**config.mk**
```make
export PLATFORM = sky130hd
export DESIGN_NAME = stage_alu_mul_ctrl
export DESIGN_NICKNAME = d
export VERILOG_FILES = /design/src/rtl/stage_alu_mul_ctrl_pkg.sv /design/src/rtl/stage_alu_mul_ctrl.sv
export SDC_FILE = /design/constraint.sdc
export NUM_CORES = 1
export LEC_CHECK = 0
export BUFFER_PORTS_ARGS = -buffer_cell sky130_fd_sc_hd__buf_4
export CELL_PAD_IN_SITES_DETAIL_PLACEMENT = 1
export CELL_PAD_IN_SITES_GLOBAL_PLACEMENT = 1
export CORE_MARGIN = 5
export CORE_UTILIZATION = 31
export CTS_CLUSTER_SIZE = 24
export DETAILED_ROUTE_END_ITERATION = 10
export PLACE_DENSITY_LB_ADDON = 0.1
export SYNTH_ARGS = -nofsm -noshare
export SYNTH_HDL_FRONTEND = slang
export SYNTH_SLANG_ARGS = --single-unit
```
**constraint.sdc**
```tcl
create_clock -name clk -period 2.4 [get_ports clk]
set_input_delay 0 -clock clk [delete_from_list [all_inputs] [get_ports clk]]
set_output_delay 0 -clock clk [all_outputs]
set_load 0.02 [all_outputs]
```
**src/rtl/stage_alu_mul_ctrl_pkg.sv**
```systemverilog
// Shared definitions for the stage_alu multiply sequencer.
//   - instruction field widths and the RV32 encodings the decoder compares against
//   - default multiplier latency
//   - sequencer state enum (also exported on the debug state port)
package stage_alu_mul_ctrl_pkg;

    localparam int OPCODE_SIZE    = 7;
    localparam int FUNCT7_SIZE    = 7;
    localparam int FUNCT3_SIZE    = 3;
    localparam int INSTR_REG_SIZE = 5;

    localparam logic [OPCODE_SIZE-1:0] OPCODE_OP = 7'b0110011;
    localparam logic [OPCODE_SIZE-1:0] OPCODE_IM = 7'b0010011;

    localparam logic [FUNCT7_SIZE-1:0] F7_ADD    = 7'b0000000;
    localparam logic [FUNCT7_SIZE-1:0] F7_SUB    = 7'b0100000;
    localparam logic [FUNCT7_SIZE-1:0] F7_MULDIV = 7'b0000001;

    localparam logic [FUNCT3_SIZE-1:0] F3_MUL    = 3'b000;

    // Cycles from the launch pulse to a valid multiplier output.
    localparam int DEFAULT_MUL_LATENCY = 5;

    typedef enum logic [1:0] {
        IDLE = 2'd0,
        BUSY = 2'd1,
        DONE = 2'd2
    } mul_ctrl_state_t;

endpackage

```
**src/rtl/stage_alu_mul_ctrl.sv**
```systemverilog
// Multiply sequencer for the ALU stage.
// Decodes the ALU-stage instruction, launches the fixed-latency multiplier on
// MUL, stalls upstream until the product is ready, then steers the multiplier
// output onto alu_result and marks it valid for the downstream latch.
//
// Ports:
//   clk, reset        clock, synchronous active-high reset
//   valid_i           ALU-stage register holds a real instruction
//   opcode_i/funct7_i/funct3_i/rd_i   fields of the ALU-stage instruction
//   mem_stall_i       downstream cannot take a result this cycle
//   flush_i           kill the ALU-stage instruction (redirect)
//   stall_o           hold PC, IF/ID and ID/ALU registers
//   mul_start_o       one-cycle launch pulse to the multiplier
//   mul_busy_o        multiplier occupied (BUSY or DONE)
//   mul_sel_o         alu_result mux selects the multiplier output
//   result_valid_o    multiplier result valid this cycle
//   rd_o              destination register of the completing multiply (0 otherwise)
//   illegal_o         unsupported OPCODE_OP/F7_MULDIV encoding seen
//   state_o           current sequencer state (debug)
//
// Handshake: an instruction is consumed from the ALU stage on any clock edge
// where valid_i=1 and stall_o=0 (stall_o acts as the inverse of ready). A result
// is handed downstream on any edge where result_valid_o=1 and mem_stall_i=0;
// while mem_stall_i holds, result_valid_o, mul_sel_o and rd_o stay stable.
module stage_alu_mul_ctrl
    import stage_alu_mul_ctrl_pkg::*;
#(
    parameter int MUL_LATENCY = DEFAULT_MUL_LATENCY
) (
    input  logic                      clk,
    input  logic                      reset,
    input  logic                      valid_i,
    input  logic [OPCODE_SIZE-1:0]    opcode_i,
    input  logic [FUNCT7_SIZE-1:0]    funct7_i,
    input  logic [FUNCT3_SIZE-1:0]    funct3_i,
    input  logic [INSTR_REG_SIZE-1:0] rd_i,
    input  logic                      mem_stall_i,
    input  logic                      flush_i,
    output logic                      stall_o,
    output logic                      mul_start_o,
    output logic                      mul_busy_o,
    output logic                      mul_sel_o,
    output logic                      result_valid_o,
    output logic [INSTR_REG_SIZE-1:0] rd_o,
    output logic                      illegal_o,
    output mul_ctrl_state_t           state_o
);

    localparam int CNT_W = $clog2(MUL_LATENCY + 1);

    mul_ctrl_state_t           state, state_next;
    logic [CNT_W-1:0]          cnt, cnt_next;
    logic [INSTR_REG_SIZE-1:0] rd_q, rd_next;
    logic                      is_muldiv, is_mul, is_bad;

    assign is_muldiv = valid_i && (opcode_i == OPCODE_OP) && (funct7_i == F7_MULDIV);
    assign is_mul    = is_muldiv && (funct3_i == F3_MUL);
    assign is_bad    = is_muldiv && (funct3_i != F3_MUL);

    assign state_o = state;

    always_ff @(posedge clk) begin
        if (reset) begin
            state <= IDLE;
            cnt   <= '0;
            rd_q  <= '0;
        end else begin
            state <= state_next;
            cnt   <= cnt_next;
            rd_q  <= rd_next;
        end
    end

    always_comb begin
        state_next     = state;
        cnt_next       = cnt;
        rd_next        = rd_q;
        stall_o        = 1'b0;
        mul_start_o    = 1'b0;
        mul_busy_o     = 1'b0;
        mul_sel_o      = 1'b0;
        result_valid_o = 1'b0;
        rd_o           = '0;
        illegal_o      = 1'b0;

        case (state)
            IDLE: begin
                if (is_mul && !flush_i) begin
                    mul_start_o = 1'b1;
                    stall_o     = 1'b1;
                    rd_next     = rd_i;
                    cnt_next    = CNT_W'(MUL_LATENCY - 1);
                    // A single-cycle multiplier has no BUSY phase at all.
                    state_next  = (MUL_LATENCY > 1) ? BUSY : DONE;
                end
                // Bad encodings flow through as a nop; decode already
                // suppresses the register write, so no stall here.
                illegal_o = is_bad && !flush_i;
            end

            BUSY: begin
                stall_o    = 1'b1;
                mul_busy_o = 1'b1;
                // The multiplier is free-running, so count down even while
                // downstream is stalled.
                cnt_next   = cnt - 1'b1;
                if (cnt == CNT_W'(1)) begin
                    state_next = DONE;
                end
            end

            DONE: begin
                mul_busy_o = 1'b1;
                stall_o    = mem_stall_i;
                if (!flush_i) begin
                    mul_sel_o      = 1'b1;
                    result_valid_o = 1'b1;
                    rd_o           = rd_q;
                end
                // Leaving DONE coincides with the ALU-stage register advancing,
                // so the completed MUL cannot be seen again in IDLE.
                if (!mem_stall_i) begin
                    state_next = IDLE;
                end
            end

            default: begin
                state_next = IDLE;
            end
        endcase

        // Flush overrides every state transition; the in-flight product is dropped.
        if (flush_i) begin
            state_next = IDLE;
            cnt_next   = '0;
        end

        // Outputs are forced quiet for the whole reset window, including a
        // reset that lands mid-operation.
        if (reset) begin
            stall_o        = 1'b0;
            mul_start_o    = 1'b0;
            mul_busy_o     = 1'b0;
            mul_sel_o      = 1'b0;
            result_valid_o = 1'b0;
            rd_o           = '0;
            illegal_o      = 1'b0;
        end
    end

endmodule

```
After elaboration in Yosys (flattened, before gate mapping)
Cells that the tools add are included.
{"block": "word_totals", "regBits": 10, "latchBits": 0, "mem_bits_rw": 0, "romBits": 0, "inputBits": 27, "output_inout_bits": 13, "wordCells": 49, "n_memories": 0}
{"block": "classes", "add_sub_neg": 1, "mul": 0, "div_mod_pow": 0, "magnitude_cmp": 0, "eq_ne": 8, "shifts": 0, "n_mux": 21, "bitwise": 0, "reduce_logical": 16}
{"cell": "$mux W5", "count": 3}
{"cell": "$mux W1", "count": 11}
{"cell": "$eq A7 B1 Y1 const B", "count": 1}
{"cell": "$eq A7 B6 Y1 const B", "count": 1}
{"cell": "$logic_and A1 B1 Y1", "count": 6}
{"cell": "$mux W2", "count": 3}
{"cell": "$ne A2 B2 Y1 const B", "count": 3}
{"cell": "$pmux W2 S3", "count": 1}
{"cell": "$pmux W3 S2", "count": 1}
{"cell": "$reduce_and A2 Y1", "count": 2}
{"cell": "$reduce_or A2 Y1", "count": 2}
{"cell": "$eq A3 B1 Y1 const B", "count": 1}
{"cell": "$logic_not A3 Y1", "count": 1}
{"cell": "$mux W3", "count": 1}
{"cell": "$pmux W1 S3", "count": 1}
{"cell": "$reduce_and A3 Y1", "count": 1}
{"cell": "$reduce_bool A3 Y1", "count": 1}
{"cell": "$sub A3 B1 Y3 const B", "count": 1}
{"cell": "$eq A2 B1 Y1 const B", "count": 1}
{"cell": "$eq A2 B2 Y1 const B", "count": 1}
{"cell": "$logic_not A2 Y1", "count": 1}
{"cell": "$reduce_bool A2 Y1", "count": 1}
{"cell": "$logic_not A1 Y1", "count": 1}

Logic depth before layout (Yosys ltp)
{"block": "depth", "ltp_word": 8, "mapped_depth": 7, "mapped_depth_nobuf": 7}

Worst setup path before layout
Ideal clock, no wire load.
{"block": "synth_timing", "path_type": "register to output", "from": "register state[0], in the netlist state_o[0]", "to": "output port stall_o", "arrival_time_ns": 1.857, "required_time_ns": 2.400, "path_slack_ns": 0.543, "stages_incl_launch_ff": 7, "n_path_buf": 1, "path_cell_list": "dfxtp_1 inv_1 ha_1 inv_1 or4_4 buf_6 a211oi_2"}
{"block": "synth_between", "elab_chain_len": 3, "word_cells_on_any_way": 5, "cone_classes": "2 x eq/ne; 2 x mux; 1 x reduce/logical"}
{"element": "from (decl)", "line": "stage_alu_mul_ctrl.sv:51", "rtl": "mul_ctrl_state_t state, state_next;"}
{"element": "from (signal assigned)", "line": "stage_alu_mul_ctrl.sv:68", "rtl": "state <= state_next;"}
{"element": "$eq A2 B2 Y1 (tied with other cells)", "line": "stage_alu_mul_ctrl.sv:86", "rtl": "case (state)"}
{"element": "$pmux W1 S3 (*)", "line": "stage_alu_mul_ctrl.sv:86"}
{"element": "$mux W1 (*)", "line": "stage_alu_mul_ctrl.sv:140", "rtl": "if (reset) begin"}
{"element": "to (decl)", "line": "stage_alu_mul_ctrl.sv:39", "rtl": "output logic stall_o,"}
Mark *: on every way between the ends. The rest lies on a longest branch, timed or not.

Final worst setup path
{"block": "layout_timing", "from": "register state[0], in the netlist state_o[0]", "to": "register rd_q[4]"}
{"block": "layout_between", "elab_chain_len": 2}
{"element": "$logic_not A2 Y1", "line": "stage_alu_mul_ctrl.sv:86"}
{"element": "$reduce_and A2 Y1 (no source line)"}
{"element": "to (signal assigned)", "line": "stage_alu_mul_ctrl.sv:70", "rtl": "rd_q <= rd_next;"}
{"element": "to (decl)", "line": "stage_alu_mul_ctrl.sv:53", "rtl": "logic [INSTR_REG_SIZE-1:0] rd_q, rd_next;"}
No other way between the ends.
A chain may end at the register's enable or synchronous reset.

==> impl_metrics.env <==
export IMPL_worst_path_buf_inv=3
export IMPL_drt_iter0_drc=3
export IMPL_yosys_warnings=0
export IMPL_htreeDepth=1
export IMPL_cp_arrival_ps=2470
export IMPL_fp_dieArea_sq_mm=0.00325
export IMPL_die_height_microns=57.0
export IMPL_ir_worst_vdd_v=0.000261
export IMPL_start_kind="register"
export IMPL_fin_ws_ps=89.3
export IMPL_crit_family="buffers and inverters"
export IMPL_yosys_area_share_simple=0.280
export IMPL_final_util=0.523
export IMPL_cp_slowest_cell="or4_4"
export IMPL_yosys_register_bits=10
export IMPL_synth_xor_area_frac=0
export IMPL_cts_setup_buffers=0
export IMPL_drive_above_1_share=0.409
export IMPL_hold_slack_ps=10.4
export IMPL_ys_flop_type="dfxtp_1"
export IMPL_place_ws_ps=563
export IMPL_max_cap_viol_count=0
export IMPL_postSynthCellCount=77
export IMPL_coreArea_sq_mm=0.00217
export IMPL_antenna_found_initial=0
export IMPL_syn_nets=110
export IMPL_grt_use_total=0.134
export IMPL_synth_compound_area_frac=0.168
export IMPL_cpMostUsedCell="inv_1"
export IMPL_p_int_mw=0.294
export IMPL_leakage_nw=0.576
export IMPL_grt_pass1_vias=796
export IMPL_dieWidth_microns=57.0
export IMPL_ant_nets=0
export IMPL_p_total_mw=0.378
export IMPL_final_design_area_no_fill_sq_mm=0.00113
export IMPL_dpl_cell_area_sq_um=986
export IMPL_multi_input_area_sq_um=434
export IMPL_cts_tree="done"
export IMPL_wl_microns=2180
export IMPL_antenna_cells=0
export IMPL_clockRootBuffer="clkbuf_4"
export IMPL_worst_pin_slew_ps=649
export IMPL_cts_made_buffers=3
export IMPL_io_buffer_count=39
export IMPL_seqPwrFrac=0.438
export IMPL_fillers=274
export IMPL_synth_top_family_by_area="simple AND/OR/NAND/NOR gates"
export IMPL_ys_seq_area_frac=0.293
export IMPL_setup_viol=0
export IMPL_switchingPower_mw=0.0839
export IMPL_max_freq_mhz=433
export IMPL_wl_per_cell_microns=14.1
export IMPL_path_cells="inv_1 -> ha_2 -> inv_1 -> or4_4 -> mux2i_1 -> nor2_1 -> dlygate4sd3_1"
export IMPL_drcViolationCount=0
export IMPL_muxShareOfSynthArea=0.0731
export IMPL_rows=17
export IMPL_yosys_top_cells_count="dfxtp_1, nor2_1, and3_1, ha_1, inv_1"
export IMPL_cp_max_fo=7
export IMPL_synth_edff_count=0
export IMPL_power_frac_comb=0.140
export IMPL_grt_max_degree=12
export IMPL_dr_pass1_iters=7
export IMPL_period_minus_slack_ps=2310
export IMPL_syn_area_per_cell_sq_um=8.89
export IMPL_vias=762
export IMPL_layout_nets=161
export IMPL_async_flop_share=0
export IMPL_synthAdderAreaFrac=0.110
export IMPL_tns_ps=0
export IMPL_clockBufferDepth=2
export IMPL_initial_core_util=0.315
export IMPL_ioPinCount=40
export IMPL_critPathMaxStageDelay_ps=600
export IMPL_maxSlewHeadroom=0.566
export IMPL_hold_violations=0
export IMPL_synth_area_top_cells="dfxtp_1, ha_1, mux2i_1, and3_1, nor2_1"
export IMPL_grt_pass1_wl_microns=3420
export IMPL_slew_violations=0
export IMPL_swShare=0.222
export IMPL_clkLatencyLatePin_ps=270
export IMPL_period_share=0.963
export IMPL_dpl_cell_count=140
export IMPL_power_density_mw_per_mm2=333
export IMPL_clkPwrFrac=0.421
export IMPL_hpwl_microns=1600
export IMPL_area_delta_synth_final_pct=65.8
export IMPL_crit_required_ps=2560
export IMPL_yosys_area_top_type="dfxtp_1"
export IMPL_worstSetupEndpointType="register"
export IMPL_gr_total_overflow=0
export IMPL_yosysMostFrequentCell="dfxtp_1"
export IMPL_critical_path_class="reg -> reg"
export IMPL_gp_congestion=0.790
export IMPL_synth_top_area_frac=0.293
export IMPL_ys_types=34
export IMPL_hold_class="in -> reg"
export IMPL_skew_ps=4.30
export IMPL_clkTransAtPathRegs_ps=80
export IMPL_via_per_inst=4.92
export IMPL_seq_area_sq_um=200
export IMPL_syn_area_sq_um=684
export IMPL_fin_cells=155
export IMPL_cts_sinks=10
export IMPL_status="finished, final reports clean"
-- sequential cells by signal, indices dropped and copies added (netlist names) --
register	cells
rd_q	5
cnt	3
state_o	2
-- logic make-up after synthesis --
group | after synthesis
adder cells (fa/ha/maj) | 6
AO/OA/AOI/OAI | 16
AND/OR/NAND/NOR | 29
buffers and inverters | 11
multiplexers | 5
flip-flops | 10
-- cell usage in the layout, fill, tap and decap left out, drive strengths merged --
cell type | Yosys | final
nor4b | 1 | 1
nor2 | 7 | 7
o22ai | 2 | 2
nor4 | 1 | 1
o31ai | 1 | 1
and4bb | 3 | 3
clkbuf | 2 | 4
buf | 2 | 39
nor2b | 1 | 1
and3 | 6 | 6
ha | 6 | 6
a2111oi | 2 | 2
nor3 | 2 | 2
or3 | 1 | 1
inv | 7 | 7
a21oi | 5 | 5
nand3 | 2 | 2
dlygate4sd3 | 0 | 11
dfxtp | 10 | 10
nand4 | 1 | 1
nand2 | 2 | 2
and2 | 1 | 1
a21boi | 1 | 1
or4 | 1 | 1
o21ai | 3 | 3
a211oi | 2 | 2
mux2i | 5 | 5
-- worst paths after layout --
path                            from                      end  slack, ps  depth (start not counted)
max          state_o[0]$_SDFFE_PP0P_     rd_q[4]$_SDFFE_PP0N_         90                          7
min                            reset  state_o[1]$_SDFFE_PP0P_         10                          2
max reg2reg  state_o[0]$_SDFFE_PP0P_     rd_q[4]$_SDFFE_PP0N_         90                          7
min reg2reg      cnt[1]$_SDFFE_PP0P_      cnt[1]$_SDFFE_PP0P_        460                          2
-- area by class of cell --
type	instances	area share
clock buffers	4	0.0320
flip-flops and latches	10	0.176
well taps	28	0.0309
repair buffers	50	0.355
inverters	7	0.0232
multi-input cells	56	0.383
-- timing repair --
item | 4_1_cts | 5_1_grt
hold buffers | 11 | 0
endpoints found under the setup margin | 0 | 5
resized for setup | 0 | 1
endpoints found under the hold margin | 7 | 0
-- per-layer routing --
layer	vias to the layer above	GRT usage	share of wire
met2	30	0.248	0.54
met3	2	0.0362	0.064
li1	378	-	-
met5	-	0	0
met4	0	0.0397	0.0051
met1	352	0.150	0.39
-- power groups by stage --
stage	combinational, mW	sequential [mW]	clock [mW]
after floorplan	0.00941	0.170	0
after global placement	0.0448	0.170	0
after detailed placement	0.0450	0.170	0
after CTS	0.0530	0.166	0.163
after global routing	0.0575	0.166	0.170
final	0.0531	0.166	0.159
(Power assumes the default switching activity.)
